File: src/rtl/calc1_pkg.sv
// calc1_pkg: shared encodings for the calc1 four-port calculator.
//   Holds the command encodings, the response encodings and the data width.
//   Configuration macro: CALC1_SHIFT_EN (see calc1_port) enables the shifter.
package calc1_pkg;

    localparam int unsigned DataWidth = 32;

    typedef enum logic [3:0] {
        CmdNop = 4'd0,
        CmdAdd = 4'd1,
        CmdSub = 4'd2,
        CmdShl = 4'd5,
        CmdShr = 4'd6
    } cmd_e;

    typedef enum logic [1:0] {
        RespNone = 2'd0,
        RespOk   = 2'd1,
        RespErr  = 2'd2,
        RespRsvd = 2'd3
    } resp_e;

endpackage

File: src/rtl/calc1_port.sv
// calc1_port: one independent calculator port.
//   Capture FSM IDLE -> OPND -> EXEC -> IDLE. The command and operand 1 are taken in the
//   command cycle, operand 2 in the following cycle, and the registered response is shown
//   for one cycle, three cycles after the command.
//   Configuration macro: CALC1_SHIFT_EN builds the shifter (cmds 5/6); otherwise 5/6 are
//   reported as invalid.
// Ports:
//   clk     - functional clock, rising edge
//   rst     - synchronous active-high reset
//   cmd     - command, 0 = no request (MSB-first)
//   data_in - operand 1 in the command cycle, operand 2 in the next cycle
//   resp    - response: 0 none, 1 ok, 2 error
//   data    - result, zero whenever resp is 0
module calc1_port
    import calc1_pkg::*;
(
    input  logic                 clk,
    input  logic                 rst,
    input  logic [0:3]           cmd,
    input  logic [0:DataWidth-1] data_in,
    output logic [0:1]           resp,
    output logic [0:DataWidth-1] data
);

    localparam logic [1:0] StIdle = 2'd0;
    localparam logic [1:0] StOpnd = 2'd1;
    localparam logic [1:0] StExec = 2'd2;

    logic [1:0]           state_q, state_d;
    logic [0:3]           cmd_q;
    logic [0:DataWidth-1] op1_q;
    resp_e                res_resp_q;
    logic [0:DataWidth-1] res_data_q;

    resp_e                alu_resp;
    logic [0:DataWidth-1] alu_data;
    logic [0:DataWidth]   sum;      // bit 0 is the carry out
    logic                 accept;

`ifdef CALC1_SHIFT_EN
    logic [4:0] shamt;
    assign shamt = data_in[DataWidth-5:DataWidth-1];
`endif

    // EXEC only waits for the result to be presented, so it may take a new command
    // exactly like IDLE; this is what allows back-to-back commands every two cycles.
    assign accept = (state_q != StOpnd) && (cmd != CmdNop);

    // Operand 2 is live on data_in while in OPND; the result is captured at the end of it.
    always_comb begin
        sum      = {1'b0, op1_q} + {1'b0, data_in};
        alu_resp = RespErr;
        alu_data = '0;
        case (cmd_q)
            CmdAdd: begin
                if (!sum[0]) begin
                    alu_resp = RespOk;
                    alu_data = sum[1:DataWidth];
                end
            end
            CmdSub: begin
                if (data_in <= op1_q) begin
                    alu_resp = RespOk;
                    alu_data = op1_q - data_in;
                end
            end
`ifdef CALC1_SHIFT_EN
            CmdShl: begin
                alu_resp = RespOk;
                alu_data = op1_q << shamt;
            end
            CmdShr: begin
                alu_resp = RespOk;
                alu_data = op1_q >> shamt;
            end
`endif
            default: ;
        endcase
    end

    always_comb begin
        state_d = StIdle;
        case (state_q)
            StIdle, StExec: state_d = accept ? StOpnd : StIdle;
            StOpnd:         state_d = StExec;
            default:        state_d = StIdle;
        endcase
    end

    always_ff @(posedge clk) begin
        if (rst) begin
            state_q    <= StIdle;
            cmd_q      <= '0;
            op1_q      <= '0;
            res_resp_q <= RespNone;
            res_data_q <= '0;
            resp       <= '0;
            data       <= '0;
        end else begin
            state_q <= state_d;
            if (accept) begin
                cmd_q <= cmd;
                op1_q <= data_in;
            end
            if (state_q == StOpnd) begin
                res_resp_q <= alu_resp;
                res_data_q <= alu_data;
            end
            // Outputs are nonzero for exactly the one cycle after EXEC.
            if (state_q == StExec) begin
                resp <= res_resp_q;
                data <= res_data_q;
            end else begin
                resp <= '0;
                data <= '0;
            end
        end
    end

endmodule

File: src/rtl/calc1_top.sv
// calc1_top: four independent calculator ports sharing only clock and reset.
//   Configuration macro: CALC1_SHIFT_EN enables shift commands in every port.
// Ports:
//   c_clk               - functional clock
//   a_clk, b_clk        - scan clocks, unused
//   reset [1:7]         - synchronous active-high; any set bit resets the block
//   error_found [0:3]   - debug input, unused
//   scan_in / scan_out  - scan chain stub, scan_out tied to 0
//   reqN_cmd_in [0:3]   - port N command
//   reqN_data_in [0:31] - port N operands
//   out_respN [0:1]     - port N response
//   out_dataN [0:31]    - port N result
module calc1_top
    import calc1_pkg::*;
(
    input  logic        c_clk,
    input  logic        a_clk,
    input  logic        b_clk,
    input  logic [1:7]  reset,
    input  logic [0:3]  error_found,
    input  logic        scan_in,
    output logic        scan_out,
    input  logic [0:3]  req1_cmd_in,
    input  logic [0:31] req1_data_in,
    input  logic [0:3]  req2_cmd_in,
    input  logic [0:31] req2_data_in,
    input  logic [0:3]  req3_cmd_in,
    input  logic [0:31] req3_data_in,
    input  logic [0:3]  req4_cmd_in,
    input  logic [0:31] req4_data_in,
    output logic [0:1]  out_resp1,
    output logic [0:31] out_data1,
    output logic [0:1]  out_resp2,
    output logic [0:31] out_data2,
    output logic [0:1]  out_resp3,
    output logic [0:31] out_data3,
    output logic [0:1]  out_resp4,
    output logic [0:31] out_data4
);

    logic rst;
    logic unused_inputs;

    assign rst           = |reset;
    assign scan_out      = 1'b0;
    assign unused_inputs = ^{a_clk, b_clk, error_found, scan_in};

    calc1_port u_port1 (
        .clk     (c_clk),
        .rst     (rst),
        .cmd     (req1_cmd_in),
        .data_in (req1_data_in),
        .resp    (out_resp1),
        .data    (out_data1)
    );

    calc1_port u_port2 (
        .clk     (c_clk),
        .rst     (rst),
        .cmd     (req2_cmd_in),
        .data_in (req2_data_in),
        .resp    (out_resp2),
        .data    (out_data2)
    );

    calc1_port u_port3 (
        .clk     (c_clk),
        .rst     (rst),
        .cmd     (req3_cmd_in),
        .data_in (req3_data_in),
        .resp    (out_resp3),
        .data    (out_data3)
    );

    calc1_port u_port4 (
        .clk     (c_clk),
        .rst     (rst),
        .cmd     (req4_cmd_in),
        .data_in (req4_data_in),
        .resp    (out_resp4),
        .data    (out_data4)
    );

endmodule

File: config.mk
export PLATFORM = sky130hd
export DESIGN_NAME = calc1_top
export DESIGN_NICKNAME = d
export VERILOG_FILES = /design/src/rtl/calc1_pkg.sv /design/src/rtl/calc1_port.sv /design/src/rtl/calc1_top.sv
export SDC_FILE = /design/constraint.sdc
export NUM_CORES = 1
export LEC_CHECK = 0
export ABC_AREA = 1
export CAP_MARGIN = 10
export CORE_MARGIN = 4
export CORE_UTILIZATION = 50
export DETAILED_ROUTE_END_ITERATION = 8
export PLACE_DENSITY = 0.7
export SYNTH_ARGS = -nofsm -noshare
export SYNTH_HDL_FRONTEND = slang
export SYNTH_SLANG_ARGS = --single-unit
File: constraint.sdc
create_clock -name c_clk -period 5.9 [get_ports c_clk]
set_clock_uncertainty 0.2 [all_clocks]
set_input_delay 1.18 -clock c_clk [delete_from_list [all_inputs] [get_ports c_clk]]
set_output_delay 1.18 -clock c_clk [all_outputs]
set_load 0.01 [all_outputs]
==> results.cfg <==
[floorplan]
boundaryPins = 296
rows = 97
die_h_um = 273
die-area_mm2 = 0.0748
start_util_pct = 50.4
coreArea_mm2 = 0.0699
die_w_um = 273

[status]
status = complete, no violations

[sta]
finalHoldViolCount = 0
relSlewSlack_pct = 27.4
report.final.setup_viol = 0
fmax_mhz = 240
worst_pin_slew_ns = 1.09
rsz0062_at_grt = false
fin_tns_setup_ns = 0
period_share_pct = 70.6
drv_slew = 0
min_period_ns = 4.17

[layout]
drive_above_1_share_pct = 4.06
area_delta_synth_final_pct = 13.9
nFillCells = 7387
finish.net_count = 6719
fin_area_mm2 = 0.0401

[clock_network]
clock-root-buffer = clkbuf_16
clock_path_buffers = 3
post_cts.repair.setup_buffers = 0
ctsHoldBuffers = 0
path_clk_slew_ns = 0.06
tritoncts = built
cts_sinks = 424
cts_buffers = 48
clkLatencyLatePin_ns = 0.60
h-tree-depth = 2
cts_resized = 0

[power_and_ir_drop]
power.share.clock_pct = 45.3
ir_drop_v = 0.000212
netSwitchingFraction_pct = 27.0
combPwrFrac_pct = 11.0
pwr-share-seq_pct = 43.7
p_int_mw = 4.79
power.net_switching_mw = 1.78
power.density_mw_per_mm2 = 164
leakagePower_nw = 20.8

[setup_path]
cpMostUsedCell = nand2_1
end_kind = register
worstPathCellList = clkdlybuf4s50_1 -> inv_1 -> fa_1 -> inv_1 -> nand2_1 -> nand3_1 -> nand2_1 -> nand2_1 -> nand2_1 -> nand2_1 -> nand2_2 -> nand2_1 -> nand2_2 -> nand3_1 -> nand2_1 -> nand2_1 -> a21oi_2
required_ns = 6.14
reg2reg_depth = 9
cpPeakStageDelay_ns = 0.67
timing.rr.end = u_port4.op1_q[5]$_SDFFE_PP0P_
r2r_start = u_port4.state_q[0]$_SDFF_PP0_
rrSetupSlack_ns = 2.65
start_kind = input pin
critPathArrivalTime_ns = 4.41
critPathMaxFanout = 31
crit_type = input pin to register
crit_slowest_cell = clkdlybuf4s50_1

[yosys]
synth-seq-area-share_pct = 24.1
ys_async_sr_fraction_pct = 0
netlist_area_mm2 = 0.0352
yosys-top-cells-area = dfxtp_1 (24%), nand2_1 (22%), inv_1 (13%), ha_1 (9.1%), a21oi_1 (6.0%)
synth_largest_area_cell = dfxtp_1
yosysTopAreaCellShare_pct = 24.1
syn_nets = 6537
synthTopCellsByCount = nand2_1 (2097), inv_1 (1199), nor2_1 (555)
synth_cells = 6114
yosysMostFrequentCell = nand2_1
synth_seq_cells = 424
yosysWarningCount = 0
avgSynthCellArea_um2 = 5.76
ys_types = 41
synth_edf_count = 0
dominantRegCellSynth = dfxtp_1

[global_route]
grt_max_degree = 90
grt_usage_pct = 29.6
antenna_found_initial = 2
grt_remaining_overflow = 0
grt_pass1_wl_mm = 178
grt_pass1_vias = 33657

[hold_path]
hold_class = register to register
hold_end = u_port3.data[21]$_SDFF_PP0_
holdPathStages = 2
hold_start = u_port3.res_data_q[21]$_SDFFE_PP0N_

[detailed_routing]
dr.pass1.iters = 6
vias_per_cell = 5.03
num_vias = 36567
wl_per_cell_um = 15.7
drt_drc_violations_left = 0
ant_nets = 0
routed_wl_mm = 114
drtIter0Drc = 2602

[placement]
place.gp.congestion = 0.987
dp_hpwl_mm = 92.8
post_dp_cell_area_mm2 = 0.0385
io_buffers = 287

[flow_run]
drv_cap = 0
cell usage in the layout (no fill, tap or decap), drive strengths merged, types with 3 or more instances in the layout:
cell / netlist / final
nor3: 62 / 62
nor4: 7 / 7
nand2: 2134 / 2134
xor2: 120 / 120
buf: 97 / 17
nor2: 576 / 576
a21oi: 461 / 461
o211ai: 3 / 3
dfxtp: 424 / 424
ha: 256 / 256
nand3: 283 / 283
inv: 1229 / 1236
o21bai: 20 / 20
and2: 13 / 13
o21a: 6 / 6
clkdlybuf4s50: 0 / 287
o21ai: 248 / 248
a211oi: 3 / 3
or2: 4 / 4
nand3b: 5 / 5
clkbuf: 74 / 62
fa: 8 / 8
clkinvlp: 0 / 3
clkinv: 3 / 18
nand4: 74 / 74
metal layers:
metal  routed length, um  track usage (%)
met4                3620             9.16
met3                7930             3.43
met5                   0                0
met1               51400             40.2
met2               51200             49.4
logic make-up (layout without fill, tap and decap cells):
| group | Yosys count | after routing | share of synthesized area (%) |
|---|---|---|---|
| adder cells (fa/ha/maj) | 264 | 264 | 9.54 |
| AO/OA/AOI/OAI | 741 | 741 | 11.4 |
| buffers and inverters | 1404 | 1624 | 15.7 |
| XOR/XNOR | 120 | 120 | 2.98 |
| AND/OR/NAND/NOR | 3160 | 3160 | 36.3 |
| flip-flops | 424 | 424 | 24.1 |
| other | 1 | 2 | 0.0106 |
power groups by stage:
stage               sequential, mW  clock, mW  combinational [mW]
floorplan                     2.93          0               0.441
global placement              2.93          0               0.706
detailed placement            2.93          0               0.711
CTS                           2.87       3.05               0.715
global route                  2.87       3.15               0.799
finish                        2.87       2.98               0.724
how the worst max path moves through the flow:
stage / cells past startpoint / slack (ns) / end / startpoint
after floorplan: 18 / 2.73 / u_port4.res_data_q[15]$_SDFFE_PP0N_ / req4_data_in[31]
after global routing: 18 / 1.46 / u_port4.res_data_q[7]$_SDFFE_PP0N_ / req4_data_in[31]
after CTS: 6 / 1.71 / u_port1.data[5]$_SDFF_PP0_ / reset[4]
after global placement: 18 / 1.19 / u_port4.res_data_q[1]$_SDFFE_PP0N_ / req4_data_in[31]
after detailed placement: 6 / 1.05 / u_port1.data[5]$_SDFF_PP0_ / reset[4]
final: 17 / 1.73 / u_port4.res_data_q[1]$_SDFFE_PP0N_ / req4_data_in[30]
layout make-up:
cell class | instances | area (um2) | area share, %
antenna | 1 | 2.50 | 0.00624
clock inverter | 26 | 214 | 0.533
multi-input combinational | 4286 | 21300 | 53.0
timing repair buffer | 304 | 3010 | 7.49
inverter | 1232 | 4630 | 11.5
clock buffer | 62 | 1360 | 3.38
tap | 940 | 1180 | 2.93
sequential | 424 | 8490 | 21.1
critical path: cells and delay by family:
kind / cells / cell delay, ns
buffers and inverters: 3 / 0.94
AO/OA/AOI/OAI: 1 / 0.05
adder cells (fa/ha/maj): 1 / 0.47
AND/OR/NAND/NOR: 12 / 1.75
through the flow:
| stage | util (%) | cells | hold WS, ns | setup WS, ns | total power, mW |
|---|---|---|---|---|---|
| 2_1_floorplan | - | 6114 | 0.201 | 2.73 | 3.37 |
| 3_3_place_gp | 55.1 | 7185 | 0.212 | 1.19 | 3.64 |
| 3_5_place_dp | 55.1 | 7185 | 0.214 | 1.05 | 3.64 |
| 4_1_cts | 57.4 | 7273 | 0.223 | 1.71 | 6.64 |
| 5_1_grt | 57.4 | 7275 | 0.238 | 1.46 | 6.82 |
| 6_report | 57.4 | 7275 | 0.217 | 1.73 | 6.57 |
Power figures use the tool's default switching activity.
